$ cat src/rtl/mul_div_unit_if.sv
// Command/result bundle between the execute stage and the multiply/divide unit.
interface mul_div_unit_if;
    logic        start;
    logic [2:0]  op;
    logic [31:0] a;
    logic [31:0] b;
    logic        busy;
    logic        done;
    logic [31:0] hi;
    logic [31:0] lo;

    modport master (output start, op, a, b, input busy, done, hi, lo);
    modport slave  (input start, op, a, b, output busy, done, hi, lo);
endinterface

$ cat src/rtl/mul_div_unit.sv
// Iterative 32-bit multiply/divide unit owning the MIPS HI/LO registers.
// Both operations run on operand magnitudes; signs are restored in a final FIX cycle.
module mul_div_unit (
    input  logic          clk,
    input  logic          rst,
    mul_div_unit_if.slave bus
);
    localparam int WIDTH = 32;

    typedef enum logic [1:0] {
        ST_IDLE = 2'd0,
        ST_RUN  = 2'd1,
        ST_FIX  = 2'd2
    } state_t;

    state_t             state_q, state_d;
    logic [5:0]         cnt_q, cnt_d;
    logic [2*WIDTH-1:0] acc_q, acc_d;
    logic [WIDTH-1:0]   opnd_q, opnd_d;
    logic               is_div_q, is_div_d;
    logic               sign_a_q, sign_a_d;
    logic               sign_b_q, sign_b_d;
    logic               div_zero_q, div_zero_d;
    logic               busy_q, busy_d;
    logic               done_q, done_d;
    logic [WIDTH-1:0]   hi_q, hi_d;
    logic [WIDTH-1:0]   lo_q, lo_d;

    logic               in_signed_s;
    logic               in_sign_a_s;
    logic               in_sign_b_s;
    logic [WIDTH-1:0]   in_mag_a_s;
    logic [WIDTH-1:0]   in_mag_b_s;
    logic [WIDTH:0]     mul_sum_s;
    logic [WIDTH:0]     div_sh_s;
    logic               div_ge_s;
    logic [WIDTH-1:0]   div_diff_s;
    logic [2*WIDTH-1:0] prod_s;
    logic [WIDTH-1:0]   quo_s;
    logic [WIDTH-1:0]   rem_s;

    function automatic logic [31:0] neg32(input logic [31:0] x);
        return ~x + 32'd1;
    endfunction

    function automatic logic [63:0] neg64(input logic [63:0] x);
        return ~x + 64'd1;
    endfunction

    // |0x80000000| stays 0x80000000, which is the correct unsigned magnitude.
    function automatic logic [31:0] mag32(input logic [31:0] x, input logic neg);
        return neg ? neg32(x) : x;
    endfunction

    // Next-state, datapath step and HI/LO update.
    always_comb begin
        state_d    = state_q;
        cnt_d      = cnt_q;
        acc_d      = acc_q;
        opnd_d     = opnd_q;
        is_div_d   = is_div_q;
        sign_a_d   = sign_a_q;
        sign_b_d   = sign_b_q;
        div_zero_d = div_zero_q;
        hi_d       = hi_q;
        lo_d       = lo_q;
        done_d     = 1'b0;

        in_signed_s = ~bus.op[0];
        in_sign_a_s = in_signed_s & bus.a[31];
        in_sign_b_s = in_signed_s & bus.b[31];
        in_mag_a_s  = mag32(bus.a, in_sign_a_s);
        in_mag_b_s  = mag32(bus.b, in_sign_b_s);

        // acc holds {partial product, multiplier} or {remainder, dividend/quotient}.
        mul_sum_s  = {1'b0, acc_q[63:32]} + (acc_q[0] ? {1'b0, opnd_q} : 33'd0);
        div_sh_s   = {acc_q[63:32], acc_q[31]};
        div_ge_s   = (div_sh_s >= {1'b0, opnd_q});
        div_diff_s = div_sh_s[31:0] - opnd_q;

        prod_s = (sign_a_q ^ sign_b_q) ? neg64(acc_q) : acc_q;
        quo_s  = ((sign_a_q ^ sign_b_q) & ~div_zero_q) ? neg32(acc_q[31:0]) : acc_q[31:0];
        rem_s  = sign_a_q ? neg32(acc_q[63:32]) : acc_q[63:32];

        case (state_q)
            ST_IDLE: begin
                if (bus.start) begin
                    case (bus.op)
                        3'd0, 3'd1, 3'd2, 3'd3: begin
                            is_div_d   = bus.op[1];
                            sign_a_d   = in_sign_a_s;
                            sign_b_d   = in_sign_b_s;
                            div_zero_d = (bus.b == 32'd0);
                            opnd_d     = bus.op[1] ? in_mag_b_s : in_mag_a_s;
                            acc_d      = {32'd0, bus.op[1] ? in_mag_a_s : in_mag_b_s};
                            cnt_d      = 6'd0;
                            state_d    = ST_RUN;
                        end
                        3'd4: hi_d = bus.a;
                        3'd5: lo_d = bus.a;
                        default: state_d = ST_IDLE;
                    endcase
                end else begin
                    state_d = ST_IDLE;
                end
            end
            ST_RUN: begin
                if (is_div_q) begin
                    acc_d = {(div_ge_s ? div_diff_s : div_sh_s[31:0]), acc_q[30:0], div_ge_s};
                end else begin
                    acc_d = {mul_sum_s, acc_q[31:1]};
                end
                cnt_d = cnt_q + 6'd1;
                if (cnt_q == 6'd31) begin
                    state_d = ST_FIX;
                end else begin
                    state_d = ST_RUN;
                end
            end
            ST_FIX: begin
                if (is_div_q) begin
                    hi_d = rem_s;
                    lo_d = quo_s;
                end else begin
                    hi_d = prod_s[63:32];
                    lo_d = prod_s[31:0];
                end
                done_d  = 1'b1;
                state_d = ST_IDLE;
            end
            default: state_d = ST_IDLE;
        endcase

        busy_d = (state_d != ST_IDLE);
    end

    // State, datapath and output registers; reset aborts any operation in flight.
    always_ff @(posedge clk or posedge rst) begin
        if (rst) begin
            state_q    <= ST_IDLE;
            cnt_q      <= 6'd0;
            acc_q      <= 64'd0;
            opnd_q     <= 32'd0;
            is_div_q   <= 1'b0;
            sign_a_q   <= 1'b0;
            sign_b_q   <= 1'b0;
            div_zero_q <= 1'b0;
            busy_q     <= 1'b0;
            done_q     <= 1'b0;
            hi_q       <= 32'd0;
            lo_q       <= 32'd0;
        end else begin
            state_q    <= state_d;
            cnt_q      <= cnt_d;
            acc_q      <= acc_d;
            opnd_q     <= opnd_d;
            is_div_q   <= is_div_d;
            sign_a_q   <= sign_a_d;
            sign_b_q   <= sign_b_d;
            div_zero_q <= div_zero_d;
            busy_q     <= busy_d;
            done_q     <= done_d;
            hi_q       <= hi_d;
            lo_q       <= lo_d;
        end
    end

    assign bus.busy = busy_q;
    assign bus.done = done_q;
    assign bus.hi   = hi_q;
    assign bus.lo   = lo_q;
endmodule

$ cat src/flat_wrapper.sv
// flat-port wrapper written by rule: the top's interface ports become plain ports
module mul_div_unit_flat 
  (clk, rst, bus_start, bus_op, bus_a, bus_b, bus_busy, bus_done, bus_hi, bus_lo);
  mul_div_unit_if bus_i ();
  input  logic clk;
  input  logic rst;
  input wire logic [$bits(bus_i.start)-1:0] bus_start;
  input wire logic [$bits(bus_i.op)-1:0] bus_op;
  input wire logic [$bits(bus_i.a)-1:0] bus_a;
  input wire logic [$bits(bus_i.b)-1:0] bus_b;
  output wire logic [$bits(bus_i.busy)-1:0] bus_busy;
  output wire logic [$bits(bus_i.done)-1:0] bus_done;
  output wire logic [$bits(bus_i.hi)-1:0] bus_hi;
  output wire logic [$bits(bus_i.lo)-1:0] bus_lo;
  assign bus_i.start = bus_start;
  assign bus_i.op = bus_op;
  assign bus_i.a = bus_a;
  assign bus_i.b = bus_b;
  assign bus_busy = bus_i.busy;
  assign bus_done = bus_i.done;
  assign bus_hi = bus_i.hi;
  assign bus_lo = bus_i.lo;
  mul_div_unit u_core (.clk(clk), .rst(rst), .bus(bus_i));
endmodule
$ cat config.mk
export PLATFORM = sky130hd
export DESIGN_NAME = mul_div_unit_flat
export DESIGN_NICKNAME = d
export VERILOG_FILES = /design/src/rtl/mul_div_unit_if.sv /design/src/rtl/mul_div_unit.sv /design/src/flat_wrapper.sv
export SDC_FILE = /design/constraint.sdc
export NUM_CORES = 1
export LEC_CHECK = 0
export BUFFER_PORTS_ARGS = -buffer_cell sky130_fd_sc_hd__buf_2
export CAP_MARGIN = 20
export CORE_MARGIN = 5
export CORE_UTILIZATION = 41
export DETAILED_ROUTE_END_ITERATION = 12
export PLACE_DENSITY_LB_ADDON = 0.25
export SLEW_MARGIN = 25
export SYNTH_ARGS = -nofsm -noshare
export SYNTH_HDL_FRONTEND = slang
export SYNTH_SLANG_ARGS = --single-unit
$ cat constraint.sdc
create_clock -name clk -period 6.2 [get_ports clk]
set_input_delay 0.93 -clock clk [delete_from_list [all_inputs] [get_ports clk]]
set_output_delay 0.93 -clock clk [all_outputs]
set_load 0.01 [all_outputs]
== Word-level counts from Yosys, hierarchy flattened ==
Cells that the tools add are included.
Storage, ports and cells
  flip-flop bits (word level): 174
  input port bits: 70
  output and inout bits: 66
  logic and storage cells: 85
Cells by class
  add/subtract/negate cells: 8
  $lt $le $gt $ge: 1
  equal/unequal tests: 12
  mux-type cells: 29
  bitwise operators: 11
  reduce and logical (&&, ||, !) cells: 12
Operators by type and width (count)
  32-bit 2-to-1 mux: 14
  64-bit 2-to-1 mux: 4
  32-bit by 1-bit adder with 32-bit output, second input constant: 4
  32-bit inverter: 4
  32-bit case mux with 2 select lines: 2
  64-bit case mux with 2 select lines: 1
  64-bit by 1-bit adder with 64-bit output, second input constant: 1
  64-bit inverter: 1
  32-bit by 33-bit adder with 33-bit output: 1
  33-bit by 32-bit >= comparator with 1-bit output: 1
  32-bit logical NOT: 1
  32-bit subtractor: 1
  6-bit 2-to-1 mux: 2
  6-bit case mux with 2 select lines: 1
  3-bit AND reduction: 4
  2-bit inequality test, second input constant: 4
  2-bit case mux with 2 select lines: 2
  6-bit by 1-bit adder with 6-bit output, second input constant: 1
  3-bit by 2-bit == test with 1-bit output, second input constant: 2
  3-bit == test, second input constant: 2
  6-bit by 5-bit == test with 1-bit output, second input constant: 1
  2-bit nonzero test: 3
  2-bit 2-to-1 mux: 2
  4-bit OR reduction: 1
  10 further kinds: 13

== Logic depth before layout (Yosys ltp) ==
Gate-level depths: netlist (run 1).
  depth in word-level cells: 7
  gate-level depth with buffers: 15
  mapped depth without buffers: 14

== Worst setup path before layout (run 1) ==
No wires, ideal clock.
  path type: reg2reg
  start point: register u_core.acc_q[0]
  end point: register u_core.acc_q[61]
  setup time: 0.126 ns
  arrival: 3.365 ns
  required time: 6.074 ns
  path slack: 2.709 ns
  stages on the path, launching flop included: 15
  path buffers: 1
  clock period less this slack: 3.491 ns
  cells stage by stage: dfrtp_1 -> inv_1 -> clkbuf_1 -> nor2_1 -> ha_1 -> o21ai_0 -> a21oi_1 -> o41ai_1 -> o21ai_1 -> o21ai_0 -> o21ai_1 -> a211oi_1 -> o21ai_0 -> xnor2_1 -> a221o_1
On the way
  cells in the longest elaborated chain, start to end: 4
Ends and longest elaborated chain
  start: declaration: RTL line mul_div_unit.sv:18  | logic [2*WIDTH-1:0] acc_q, acc_d;
  start signal: assignment: RTL line mul_div_unit.sv:142  | acc_q <= 64'd0;
  start signal: assignment: RTL line mul_div_unit.sv:155  | acc_q <= acc_d;
  32-bit 2-to-1 mux: RTL line mul_div_unit.sv:76  | mul_sum_s = {1'b0, acc_q[63:32]} + (acc_q[0] ? {1'b0, opnd_q} : 33'd0);
  32-bit by 33-bit adder with 33-bit output: RTL line mul_div_unit.sv:76
  64-bit 2-to-1 mux: RTL line mul_div_unit.sv:108  | if (is_div_q) begin
  64-bit case mux with 2 select lines: RTL line mul_div_unit.sv:85  | case (state_q)
No other way between the ends.
A chain may end at the register's enable or synchronous reset.

== Worst setup path in the final report (run 1) ==
Ends and elaborated chain as after synthesis.

==> flow_summary.html, run 1 <==
<table>
<tr><th>Metric</th><th>Value</th></tr>
<tr><th colspan="2">Setup path</th></tr>
<tr><td>CP endpoint kind</td><td>flop</td></tr>
<tr><td>Endpoint of the lowest-slack register-to-register path</td><td>u_core.acc_q[61]$_DFFE_PP0P_</td></tr>
<tr><td>Worst r2r path cells</td><td>13</td></tr>
<tr><td>Required time worst endpoint</td><td>6.53 ns</td></tr>
<tr><td>Reg-to-reg slack, setup</td><td>1.89 ns</td></tr>
<tr><td>Peak fanout along the critical path</td><td>19</td></tr>
<tr><td>Crit Path Class</td><td>reg2reg</td></tr>
<tr><td>Arrival @ worst endpoint</td><td>4.65 ns</td></tr>
<tr><td>Launch point of the critical path</td><td>u_core.acc_q[0]$_DFFE_PP0P_</td></tr>
<tr><td>Cell Chain, Critical Path</td><td>inv_1, nor2_1, ha_1, nand2b_1, a21oi_1, o41ai_1, o21ai_1, o21ai_0, o21ai_1, a211oi_1, o21ai_0, xnor2_1, a221o_1</td></tr>
<tr><td>Category of the worst setup path launch point</td><td>flop</td></tr>
<tr><td>Crit-path max cell delay</td><td>0.55 ns</td></tr>
<tr><td>Endpoint of the worst setup timing path</td><td>u_core.acc_q[61]$_DFFE_PP0P_</td></tr>
<tr><td>Reg-to-reg startpoint</td><td>u_core.acc_q[0]$_DFFE_PP0P_</td></tr>
<tr><td>Critical-path top delay cell</td><td>sky130_fd_sc_hd__inv_1</td></tr>
<tr><th colspan="2">Timing</th></tr>
<tr><td>RSZ-0062 raised after global routing</td><td>false</td></tr>
<tr><td>Relative max-transition margin</td><td>0.3154</td></tr>
<tr><td>Final worst hold slack</td><td>0.4875 ns</td></tr>
<tr><td>Final-report max-slew violation count</td><td>0</td></tr>
<tr><td>Final setup viols</td><td>0</td></tr>
<tr><td>Final setup skew</td><td>0.01618 ns</td></tr>
<tr><td>Transition at the pin with the smallest max-transition slack</td><td>1.025 ns</td></tr>
<tr><td>Clock period minus worst slack</td><td>4.311 ns</td></tr>
<tr><td>Maximum clock frequency</td><td>0.2320 GHz</td></tr>
<tr><td>Setup WS post-layout</td><td>1.889 ns</td></tr>
<tr><td>Post-route setup TNS</td><td>0 ns</td></tr>
<tr><td>Final hold viol count</td><td>0</td></tr>
<tr><td>Final period utilization</td><td>0.6954</td></tr>
<tr><th colspan="2">Layout</th></tr>
<tr><td>Count of filler cells inserted in the layout</td><td>3539</td></tr>
<tr><td>Commonest cells after routing, fill and taps aside</td><td>sky130_fd_sc_hd__nand2_1, sky130_fd_sc_hd__o21ai_0, sky130_fd_sc_hd__nor2_1</td></tr>
<tr><td>Total Nets Final</td><td>2084</td></tr>
<tr><td>Sequential cell area</td><td>0.004355 mm2</td></tr>
<tr><td>Total area of multi-input combinational cells</td><td>0.009803 mm2</td></tr>
<tr><td>Commonest non-fill, non-tap cell in the layout</td><td>sky130_fd_sc_hd__nand2_1</td></tr>
<tr><td>Relative area change from synthesis to final layout</td><td>11.36%</td></tr>
<tr><td>Proportion of layout cells with a drive suffix above 1</td><td>0.1125</td></tr>
<tr><th colspan="2">Placement</th></tr>
<tr><td>Routability congestion estimate</td><td>0.9582</td></tr>
<tr><td>Pre-CTS WS</td><td>1.923 ns</td></tr>
<tr><td>Detailed-placement wirelength estimate</td><td>41110 um</td></tr>
<tr><td>Number of buffers inserted by port buffering</td><td>135</td></tr>
<tr><th colspan="2">Clock tree</th></tr>
<tr><td>Count of hold-fix buffers inserted at cts</td><td>0</td></tr>
<tr><td>Num CTS Buffers</td><td>17</td></tr>
<tr><td>Post-CTS sizing</td><td>0</td></tr>
<tr><td>Number of sinks on the clock net</td><td>174</td></tr>
<tr><td>Maximum number of buffers from clock root to sink</td><td>2</td></tr>
<tr><td>Clk_lat worst skew</td><td>0.46 ns</td></tr>
<tr><td>TritonCTS clock tree</td><td>built</td></tr>
<tr><td>H-tree depth</td><td>4</td></tr>
<tr><td>CTS Root Cell</td><td>sky130_fd_sc_hd__clkbuf_16</td></tr>
<tr><td>Clock transition at the register clock pins on the worst setup and hold paths after CTS</td><td>0.08 ns</td></tr>
<tr><td>Post-CTS setup buffers</td><td>0</td></tr>
<tr><th colspan="2">Synthesis</th></tr>
<tr><td>Post-synth design cell area</td><td>0.01479 mm2</td></tr>
<tr><td>Sequential cell area fraction in the yosys report</td><td>0.2943</td></tr>
<tr><td>Gate count after technology mapping</td><td>1886</td></tr>
<tr><td>Top flip-flop cell by instance count after synthesis</td><td>sky130_fd_sc_hd__dfrtp_1</td></tr>
<tr><td>Net count of the mapped netlist</td><td>2027</td></tr>
<tr><td>Avg Inst Size Synth</td><td>7.844 um2</td></tr>
<tr><td>Number of flops mapped to enable cells by yosys</td><td>0</td></tr>
<tr><td>FF+latch count, synth</td><td>174</td></tr>
<tr><td>Fraction of registers with async set or reset after synthesis</td><td>1.000</td></tr>
<tr><td>Unique masters post-synth</td><td>75</td></tr>
<tr><td>Number of warnings issued by yosys</td><td>0</td></tr>
<tr><th colspan="2">Die</th></tr>
<tr><td>Area of the die</td><td>0.03998 mm2</td></tr>
<tr><td>Die width</td><td>200.0 um</td></tr>
<tr><td>Starting density of the core</td><td>0.4159</td></tr>
<tr><td>Standard cell core area</td><td>0.03557 mm2</td></tr>
<tr><td>Number of ports placed on the die boundary</td><td>136</td></tr>
<tr><td>Number of rows in the core area</td><td>69</td></tr>
<tr><td>Die height</td><td>200.0 um</td></tr>
<tr><th colspan="2">Pwr</th></tr>
<tr><td>Static leakage</td><td>7.141 nW</td></tr>
<tr><td>Power density over the cells</td><td>633.2 mW/mm2</td></tr>
<tr><td>Total power</td><td>10.43 mW</td></tr>
<tr><td>Maximum vdd ir drop</td><td>0.3894 mV</td></tr>
<tr><th colspan="2">Routing</th></tr>
<tr><td>Drt initial violations</td><td>1273</td></tr>
<tr><td>Number of detailed-routing iterations run before antenna repair</td><td>5</td></tr>
<tr><td>Average via count per standard cell</td><td>6.003</td></tr>
<tr><td>Post-Route WL</td><td>54160 um</td></tr>
<tr><td>DR WL/cell</td><td>22.40 um</td></tr>
<tr><td>Number of nets with antenna violations after routing</td><td>0</td></tr>
<tr><td>Final routed DRC violation total</td><td>0</td></tr>
<tr><td>Vias</td><td>14520</td></tr>
<tr><th colspan="2">Global routing</th></tr>
<tr><td>Global-route wire length before repair</td><td>81520 um</td></tr>
<tr><td>Maximum number of pins on one net before global-route repair</td><td>175</td></tr>
<tr><td>Number of global-route vias before repair</td><td>13680</td></tr>
<tr><td>Number of antenna violations at the first check in global routing</td><td>1</td></tr>
<tr><td>Overflow after GRT</td><td>0</td></tr>
<tr><td>Overall global routing resource usage</td><td>0.2639</td></tr>
<tr><th colspan="2">Outcome</th></tr>
<tr><td>Status</td><td>completed</td></tr>
<tr><th colspan="2">Min path</th></tr>
<tr><td>Hold/Removal Path Class</td><td>reg2reg</td></tr>
<tr><th colspan="2">Run</th></tr>
<tr><td>Max cap viols</td><td>0</td></tr>
</table>
==> stage by stage <==
step / util / instances / area (um2)
after floorplan: - / 1886 / 14790
after CTS: 0.4616 / 2416 / 16420
after detailed placement: 0.4442 / 2384 / 15800
after global placement: 0.4439 / 2384 / 15790
final: 0.4631 / 2418 / 16470
after global routing: 0.4631 / 2417 / 16470
==> power breakdown <==
part	internal (mW)	switching (mW)
combinational	2.75	4.02
sequential	1.69	0.806
clock	0.585	0.577
total	5.03	5.40
==> per-layer routing <==
metal  up-vias  GRT usage  wire length (um)
li1       6846          -                 -
met1      6995     0.3825             24200
met4         0    0.07824              1358
met5         -          0                 0
met2       606     0.4167             24340
met3        68    0.02954              4258
==> kinds of logic (layout without fill, tap and decap cells) <==
| kind of cell | Yosys count | after routing | synth area share |
|---|---|---|---|
| AOI/OAI and AO/OA | 582 | 582 | 0.2404 |
| adders and majority gates | 71 | 71 | 0.06107 |
| muxes | 102 | 102 | 0.06936 |
| other | 0 | 1 | 0 |
| xor gates and xnor gates | 174 | 174 | 0.1030 |
| DFF | 174 | 174 | 0.2943 |
| and+or+nand+nor | 599 | 599 | 0.1846 |
| buffers and inverters | 184 | 254 | 0.04728 |
==> critical path: cells and delay by family (launching register included) <==
| kind | cells | cell delay [ns] |
|---|---|---|
| buffers and inverters | 1 | 0.55 |
| DFF | 1 | 0.47 |
| adders and majority gates | 1 | 0.35 |
| AOI/OAI and AO/OA | 8 | 2.41 |
| xor gates and xnor gates | 1 | 0.15 |
| and+or+nand+nor | 2 | 0.27 |
==> worst min path at each step <==
stage,cells after the start,start,slack (ns),endpoint
2_1_floorplan,1,u_core.cnt_q[5]$_DFFE_PP0P_,0.44,u_core.cnt_q[5]$_DFFE_PP0P_
3_3_place_gp,1,u_core.cnt_q[5]$_DFFE_PP0P_,0.46,u_core.cnt_q[5]$_DFFE_PP0P_
3_5_place_dp,2,u_core.opnd_q[11]$_DFFE_PP0P_,0.47,u_core.opnd_q[11]$_DFFE_PP0P_
4_1_cts,1,u_core.cnt_q[5]$_DFFE_PP0P_,0.49,u_core.cnt_q[5]$_DFFE_PP0P_
5_1_grt,2,u_core.opnd_q[20]$_DFFE_PP0P_,0.51,u_core.opnd_q[20]$_DFFE_PP0P_
6_report,1,u_core.cnt_q[5]$_DFFE_PP0P_,0.49,u_core.cnt_q[5]$_DFFE_PP0P_
==> final cells by class <==
class,instances,area share
Inverter,68,0.01587
Antenna cell,1,0.0001519
Clock buffer,17,0.02582
Multi-Input combinational cell,1528,0.5951
Tap cell,461,0.03501
Sequential cell,174,0.2644
Clock inverter,15,0.01177
Timing Repair Buffer,154,0.05188
==> cell usage after synthesis (4+ instances only) <==
cell                       number  area share
sky130_fd_sc_hd__nand2_1      225       0.057
sky130_fd_sc_hd__o21ai_0      199       0.067
sky130_fd_sc_hd__nor2_1       187       0.047
sky130_fd_sc_hd__dfrtp_1      174        0.29
sky130_fd_sc_hd__a21oi_1      169       0.057
sky130_fd_sc_hd__xnor2_1      103       0.061
sky130_fd_sc_hd__mux2i_1       98       0.066
sky130_fd_sc_hd__clkbuf_1      96       0.024
sky130_fd_sc_hd__xor2_1        71       0.042
sky130_fd_sc_hd__ha_1          69       0.058
sky130_fd_sc_hd__inv_1         66       0.017
sky130_fd_sc_hd__nor3_1        30       0.010
sky130_fd_sc_hd__a21o_1        29       0.015
sky130_fd_sc_hd__nand3_1       25      0.0085
sky130_fd_sc_hd__o221ai_1      24       0.014
sky130_fd_sc_hd__nand2b_1      23      0.0097
sky130_fd_sc_hd__o31ai_1       22       0.011
sky130_fd_sc_hd__a211oi_1      20       0.010
sky130_fd_sc_hd__a31oi_1       20      0.0085
sky130_fd_sc_hd__nor2b_1       20      0.0085
sky130_fd_sc_hd__buf_1         18      0.0046
sky130_fd_sc_hd__nor4_1        16      0.0068
sky130_fd_sc_hd__o41ai_1       13      0.0077
sky130_fd_sc_hd__or3_1         13      0.0055
sky130_fd_sc_hd__or4_1         12      0.0061
sky130_fd_sc_hd__nand4_1       11      0.0047
sky130_fd_sc_hd__a22oi_1       10      0.0051
sky130_fd_sc_hd__o211ai_1      10      0.0051
sky130_fd_sc_hd__or2_2          8      0.0034
sky130_fd_sc_hd__a32oi_1        7      0.0041
sky130_fd_sc_hd__nor3b_1        7      0.0036
sky130_fd_sc_hd__and2_1         6      0.0025
sky130_fd_sc_hd__and3_1         6      0.0025
sky130_fd_sc_hd__o21ai_1        6      0.0020
sky130_fd_sc_hd__o21a_1         5      0.0025
sky130_fd_sc_hd__o21bai_1       5      0.0025
sky130_fd_sc_hd__a221o_1        4      0.0027
sky130_fd_sc_hd__a41oi_1        4      0.0024
sky130_fd_sc_hd__mux2_2         4      0.0030
==> flip-flops by register name, indices dropped and copies added, names as in the netlist <==
register,flops
u_core.acc_q,64
u_core.bus.busy,1
u_core.bus.done,1
u_core.bus.hi,32
u_core.bus.lo,32
u_core.cnt_q,6
u_core.div_zero_q,1
u_core.is_div_q,1
u_core.opnd_q,32
u_core.sign_a_q,1
u_core.sign_b_q,1
u_core.state_q,2
(Power assumes the default switching activity.)
==> run 2, diff against run 1 <==
--- a/config.mk
+++ b/config.mk
@@ -5,6 +5,7 @@
 export SDC_FILE = /design/constraint.sdc
 export NUM_CORES = 1
 export LEC_CHECK = 0
+export ABC_AREA = 1
 export BUFFER_PORTS_ARGS = -buffer_cell sky130_fd_sc_hd__buf_2
 export CAP_MARGIN = 20
 export CORE_MARGIN = 5
==> constraint.sdc (replaced) <==
create_clock -name clk -period 3.8 [get_ports clk]
set_input_delay 0.57 -clock clk [delete_from_list [all_inputs] [get_ports clk]]
set_output_delay 0.57 -clock clk [all_outputs]
set_load 0.01 [all_outputs]
==> run 2 against run 1 <==
  * Clock skew grew 0.0084 ns
  * Largest cell class unchanged
  * Fmax grew 44%
  * Critical endpoint is now u_core.acc_q[51]$_DFFE_PP0P_
  * Synthesized cell count grew 64%
  * Core utilization shrank 0.64 points
  * Sequential share of layout area shrank 4.9 points
==> flow_summary.html, run 2 <==
<table>
<tr><th>Metric</th><th>Value</th></tr>
<tr><th colspan="2">Die</th></tr>
<tr><td>Die height</td><td>221.6 um (+11%)</td></tr>
<tr><td>Standard cell core area</td><td>0.04422 mm2 (+24%)</td></tr>
<tr><td>Die width</td><td>221.6 um (+11%)</td></tr>
<tr><td>Number of ports placed on the die boundary</td><td>136 (unchanged)</td></tr>
<tr><td>Number of rows in the core area</td><td>77 (+12%)</td></tr>
<tr><td>Starting density of the core</td><td>0.4153 (-0.0005913)</td></tr>
<tr><td>Area of the die</td><td>0.04913 mm2 (+23%)</td></tr>
<tr><th colspan="2">Global routing</th></tr>
<tr><td>Overflow after GRT</td><td>0 (unchanged)</td></tr>
<tr><td>Number of global-route vias before repair</td><td>20460 (+50%)</td></tr>
<tr><td>Maximum number of pins on one net before global-route repair</td><td>67 (-62%)</td></tr>
<tr><td>Overall global routing resource usage</td><td>0.3530 (+0.08911)</td></tr>
<tr><td>Global-route wire length before repair</td><td>131800 um (+62%)</td></tr>
<tr><td>Number of antenna violations at the first check in global routing</td><td>0 (-1)</td></tr>
<tr><th colspan="2">Placement</th></tr>
<tr><td>Detailed-placement wirelength estimate</td><td>72950 um (+77%)</td></tr>
<tr><td>Routability congestion estimate</td><td>1.038 (+8.3%)</td></tr>
<tr><td>Number of cells after detailed placement</td><td>3758 (+58%)</td></tr>
<tr><td>Number of buffers inserted by port buffering</td><td>135 (unchanged)</td></tr>
<tr><th colspan="2">Setup path</th></tr>
<tr><td>Endpoint of the lowest-slack register-to-register path</td><td>u_core.acc_q[51]$_DFFE_PP0P_</td></tr>
<tr><td>Crit Path Class</td><td>reg2reg</td></tr>
<tr><td>Reg-to-reg slack, setup</td><td>0.81 ns (-1.08 ns)</td></tr>
<tr><td>Worst r2r path cells</td><td>11 (-2)</td></tr>
<tr><td>Cell Chain, Critical Path</td><td>ha_1, a21oi_1, nand2_1, a21oi_1, nand3_2, nand2_4, buf_4, nand3_1, nand3_1, nand2_1, o21ai_0</td></tr>
<tr><td>Critical-path top delay cell</td><td>sky130_fd_sc_hd__dfrtp_1</td></tr>
<tr><td>Peak fanout along the critical path</td><td>28 (+9)</td></tr>
<tr><td>Crit-path max cell delay</td><td>0.68 ns (+0.13 ns)</td></tr>
<tr><td>Arrival @ worst endpoint</td><td>3.38 ns (-1.27 ns)</td></tr>
<tr><td>CP endpoint kind</td><td>flop</td></tr>
<tr><td>Required time worst endpoint</td><td>4.19 ns (-2.34 ns)</td></tr>
<tr><td>Reg-to-reg startpoint</td><td>u_core.acc_q[55]$_DFFE_PP0P_</td></tr>
<tr><td>Category of the worst setup path launch point</td><td>flop</td></tr>
<tr><th colspan="2">Timing</th></tr>
<tr><td>Clock period minus worst slack</td><td>2.986 ns (-1.325 ns)</td></tr>
<tr><td>Relative max-transition margin</td><td>0.3672 (+0.05186)</td></tr>
<tr><td>Final-report max-slew violation count</td><td>0 (unchanged)</td></tr>
<tr><td>Final hold viol count</td><td>0 (unchanged)</td></tr>
<tr><td>Transition at the pin with the smallest max-transition slack</td><td>0.9472 ns (-0.07767 ns)</td></tr>
<tr><td>Post-route setup TNS</td><td>0 ns (unchanged)</td></tr>
<tr><td>Maximum clock frequency</td><td>0.3348 GHz (+44%)</td></tr>
<tr><td>Final setup viols</td><td>0 (unchanged)</td></tr>
<tr><td>Final setup skew</td><td>0.02456 ns (+0.008378 ns)</td></tr>
<tr><td>Final period utilization</td><td>0.7859 (+0.09054)</td></tr>
<tr><td>Final worst hold slack</td><td>0.2496 ns (-0.2378 ns)</td></tr>
<tr><td>RSZ-0062 raised after global routing</td><td>false</td></tr>
<tr><th colspan="2">Layout</th></tr>
<tr><td>Commonest cells after routing, fill and taps aside</td><td>sky130_fd_sc_hd__nand2_1, sky130_fd_sc_hd__inv_1, sky130_fd_sc_hd__nor2_1</td></tr>
<tr><td>Proportion of layout cells with a drive suffix above 1</td><td>0.09944 (-0.01304)</td></tr>
<tr><td>Flip-flop count of the largest register after layout</td><td>64 (unchanged)</td></tr>
<tr><td>Sequential cell area</td><td>0.004355 mm2 (unchanged)</td></tr>
<tr><td>Count of placed standard cells in the final layout, fillers left out</td><td>3790 (+57%)</td></tr>
<tr><td>Commonest non-fill, non-tap cell in the layout</td><td>sky130_fd_sc_hd__nand2_1</td></tr>
<tr><td>Count of filler cells inserted in the layout</td><td>4837 (+37%)</td></tr>
<tr><td>Top register by number of flip-flops</td><td>u_core.acc_q</td></tr>
<tr><td>Number of diodes added for antenna fixing</td><td>0 (-1)</td></tr>
<tr><td>Total Nets Final</td><td>3326 (+60%)</td></tr>
<tr><td>Total area of multi-input combinational cells</td><td>0.01182 mm2 (+21%)</td></tr>
<tr><td>Relative area change from synthesis to final layout</td><td>9.981%</td></tr>
<tr><th colspan="2">Synthesis</th></tr>
<tr><td>Top flip-flop cell by instance count after synthesis</td><td>sky130_fd_sc_hd__dfrtp_1</td></tr>
<tr><td>Avg Inst Size Synth</td><td>5.938 um2 (-24%)</td></tr>
<tr><td>Sequential cell area fraction in the yosys report</td><td>0.2371 (-0.05725)</td></tr>
<tr><td>Number of warnings issued by yosys</td><td>0 (unchanged)</td></tr>
<tr><td>Post-synth design cell area</td><td>0.01837 mm2 (+24%)</td></tr>
<tr><td>Gate count after technology mapping</td><td>3093 (+64%)</td></tr>
<tr><td>FF+latch count, synth</td><td>174 (unchanged)</td></tr>
<tr><td>Synth top area cells</td><td>sky130_fd_sc_hd__dfrtp_1, sky130_fd_sc_hd__nand2_1, sky130_fd_sc_hd__nand3_1</td></tr>
<tr><td>Net count of the mapped netlist</td><td>3234 (+60%)</td></tr>
<tr><td>Cell accounting for the most synthesized area</td><td>sky130_fd_sc_hd__dfrtp_1</td></tr>
<tr><td>Area fraction of the dominant cell type after synthesis</td><td>0.2371 (-0.05725)</td></tr>
<tr><td>List of most frequent post-synthesis cells</td><td>sky130_fd_sc_hd__nand2_1, sky130_fd_sc_hd__inv_1, sky130_fd_sc_hd__nor2_1, sky130_fd_sc_hd__nand3_1, sky130_fd_sc_hd__a21oi_1</td></tr>
<tr><td>Unique masters post-synth</td><td>56 (-25%)</td></tr>
<tr><td>Most numerous cell in the Yosys netlist</td><td>sky130_fd_sc_hd__nand2_1</td></tr>
<tr><td>Number of flops mapped to enable cells by yosys</td><td>0 (unchanged)</td></tr>
<tr><td>Fraction of registers with async set or reset after synthesis</td><td>1.000 (unchanged)</td></tr>
<tr><th colspan="2">Pwr</th></tr>
<tr><td>Power density over the cells</td><td>1016 mW/mm2 (+60%)</td></tr>
<tr><td>Static leakage</td><td>10.30 nW (+44%)</td></tr>
<tr><td>Total power</td><td>20.52 mW (+97%)</td></tr>
<tr><td>Maximum vdd ir drop</td><td>0.4378 mV (+12%)</td></tr>
<tr><th colspan="2">Clock tree</th></tr>
<tr><td>Count of hold-fix buffers inserted at cts</td><td>0 (unchanged)</td></tr>
<tr><td>Clock transition at the register clock pins on the worst setup and hold paths after CTS</td><td>0.09 ns (about the same)</td></tr>
<tr><td>CTS Root Cell</td><td>sky130_fd_sc_hd__clkbuf_16</td></tr>
<tr><td>Number of sinks on the clock net</td><td>174 (unchanged)</td></tr>
<tr><td>Post-CTS sizing</td><td>0 (unchanged)</td></tr>
<tr><td>Post-CTS setup buffers</td><td>0 (unchanged)</td></tr>
<tr><td>Maximum number of buffers from clock root to sink</td><td>2 (unchanged)</td></tr>
<tr><td>TritonCTS clock tree</td><td>built</td></tr>
<tr><td>Clk_lat worst skew</td><td>0.51 ns (+0.05 ns)</td></tr>
<tr><td>H-tree depth</td><td>4 (unchanged)</td></tr>
<tr><td>Num CTS Buffers</td><td>17 (unchanged)</td></tr>
<tr><th colspan="2">Routing</th></tr>
<tr><td>DR WL/cell</td><td>23.64 um (+5.5%)</td></tr>
<tr><td>Drt initial violations</td><td>2311 (+82%)</td></tr>
<tr><td>Vias</td><td>21840 (+50%)</td></tr>
<tr><td>Average via count per standard cell</td><td>5.763 (-4.0%)</td></tr>
<tr><td>Post-Route WL</td><td>89600 um (+65%)</td></tr>
<tr><td>Number of detailed-routing iterations run before antenna repair</td><td>7 (+2)</td></tr>
<tr><td>Final routed DRC violation total</td><td>0 (unchanged)</td></tr>
<tr><td>Number of nets with antenna violations after routing</td><td>0 (unchanged)</td></tr>
<tr><th colspan="2">Min path</th></tr>
<tr><td>Hold/Removal Path Class</td><td>in2async</td></tr>
<tr><th colspan="2">Outcome</th></tr>
<tr><td>Status</td><td>completed</td></tr>
<tr><th colspan="2">Run</th></tr>
<tr><td>Max cap viols</td><td>0 (unchanged)</td></tr>
</table>
==> run 2: cell families after synthesis <==
kind of cell | share of synthesized area
flip-flops | 0.2371
AO/OA/AOI/OAI | 0.1382
buffers and inverters | 0.1209
adder cells (fa/ha/maj) | 0.04919
XOR/XNOR | 0.03195
AND/OR/NAND/NOR | 0.4227
==> run 2: cell type report <==
class / count / share of cell area
multi-input cells: 2365 / 0.5854
inverters: 453 / 0.08450
clock inverters: 13 / 0.005327
clock buffers: 19 / 0.02143
well taps: 592 / 0.03667
flip-flops and latches: 174 / 0.2156
repair buffers: 174 / 0.05104
==> run 2: layer usage <==
metal  vias to the layer above  track usage  wire length, um
met4                         0       0.1786             5309
met5                         -            0                0
met2                      1132       0.5387            38650
li1                      10200            -                -
met3                       216      0.06355             7587
met1                     10290       0.4806            38050
==> run 2: metrics by stage <==
stage               utilization  worst slack, ns  cell area [um2]
floorplan                     -            1.005            18370
global placement         0.4445           0.8787            19660
detailed placement       0.4445           0.9366            19660
CTS                      0.4568           0.9095            20200
global route             0.4568           0.6122            20200
finish                   0.4568           0.8136            20200
==> run 2: worst max-delay path by stage <==
stage	depth (start not counted)	slack (ns)	start	to
2_1_floorplan	1	1.01	rst	u_core.acc_q[0]$_DFFE_PP0P_
5_1_grt	15	0.61	u_core.acc_q[0]$_DFFE_PP0P_	u_core.acc_q[58]$_DFFE_PP0P_
4_1_cts	13	0.91	u_core.acc_q[51]$_DFFE_PP0P_	u_core.acc_q[60]$_DFFE_PP0P_
3_3_place_gp	13	0.88	u_core.acc_q[51]$_DFFE_PP0P_	u_core.acc_q[60]$_DFFE_PP0P_
3_5_place_dp	13	0.94	u_core.acc_q[51]$_DFFE_PP0P_	u_core.acc_q[51]$_DFFE_PP0P_
6_report	11	0.81	u_core.acc_q[55]$_DFFE_PP0P_	u_core.acc_q[51]$_DFFE_PP0P_
==> run 2: report_power, final <==
group / leakage, nW / total (mW) / internal (mW) / switching [mW]
sequential: 2.05 / 4.38 / 2.78 / 1.60
clock: 0.258 / 1.75 / 0.848 / 0.899
combinational: 7.99 / 14.4 / 4.55 / 9.84
total: 10.3 / 20.5 / 8.18 / 12.3
==> run 2: critical path, delay by kind of cell (launching register included) <==
kind            cells  cell delay (ns)
compound gates      3             0.71
fa+ha+maj           1             0.41
buf+inv             1             0.37
flops               1             0.68
simple gates        6             0.70
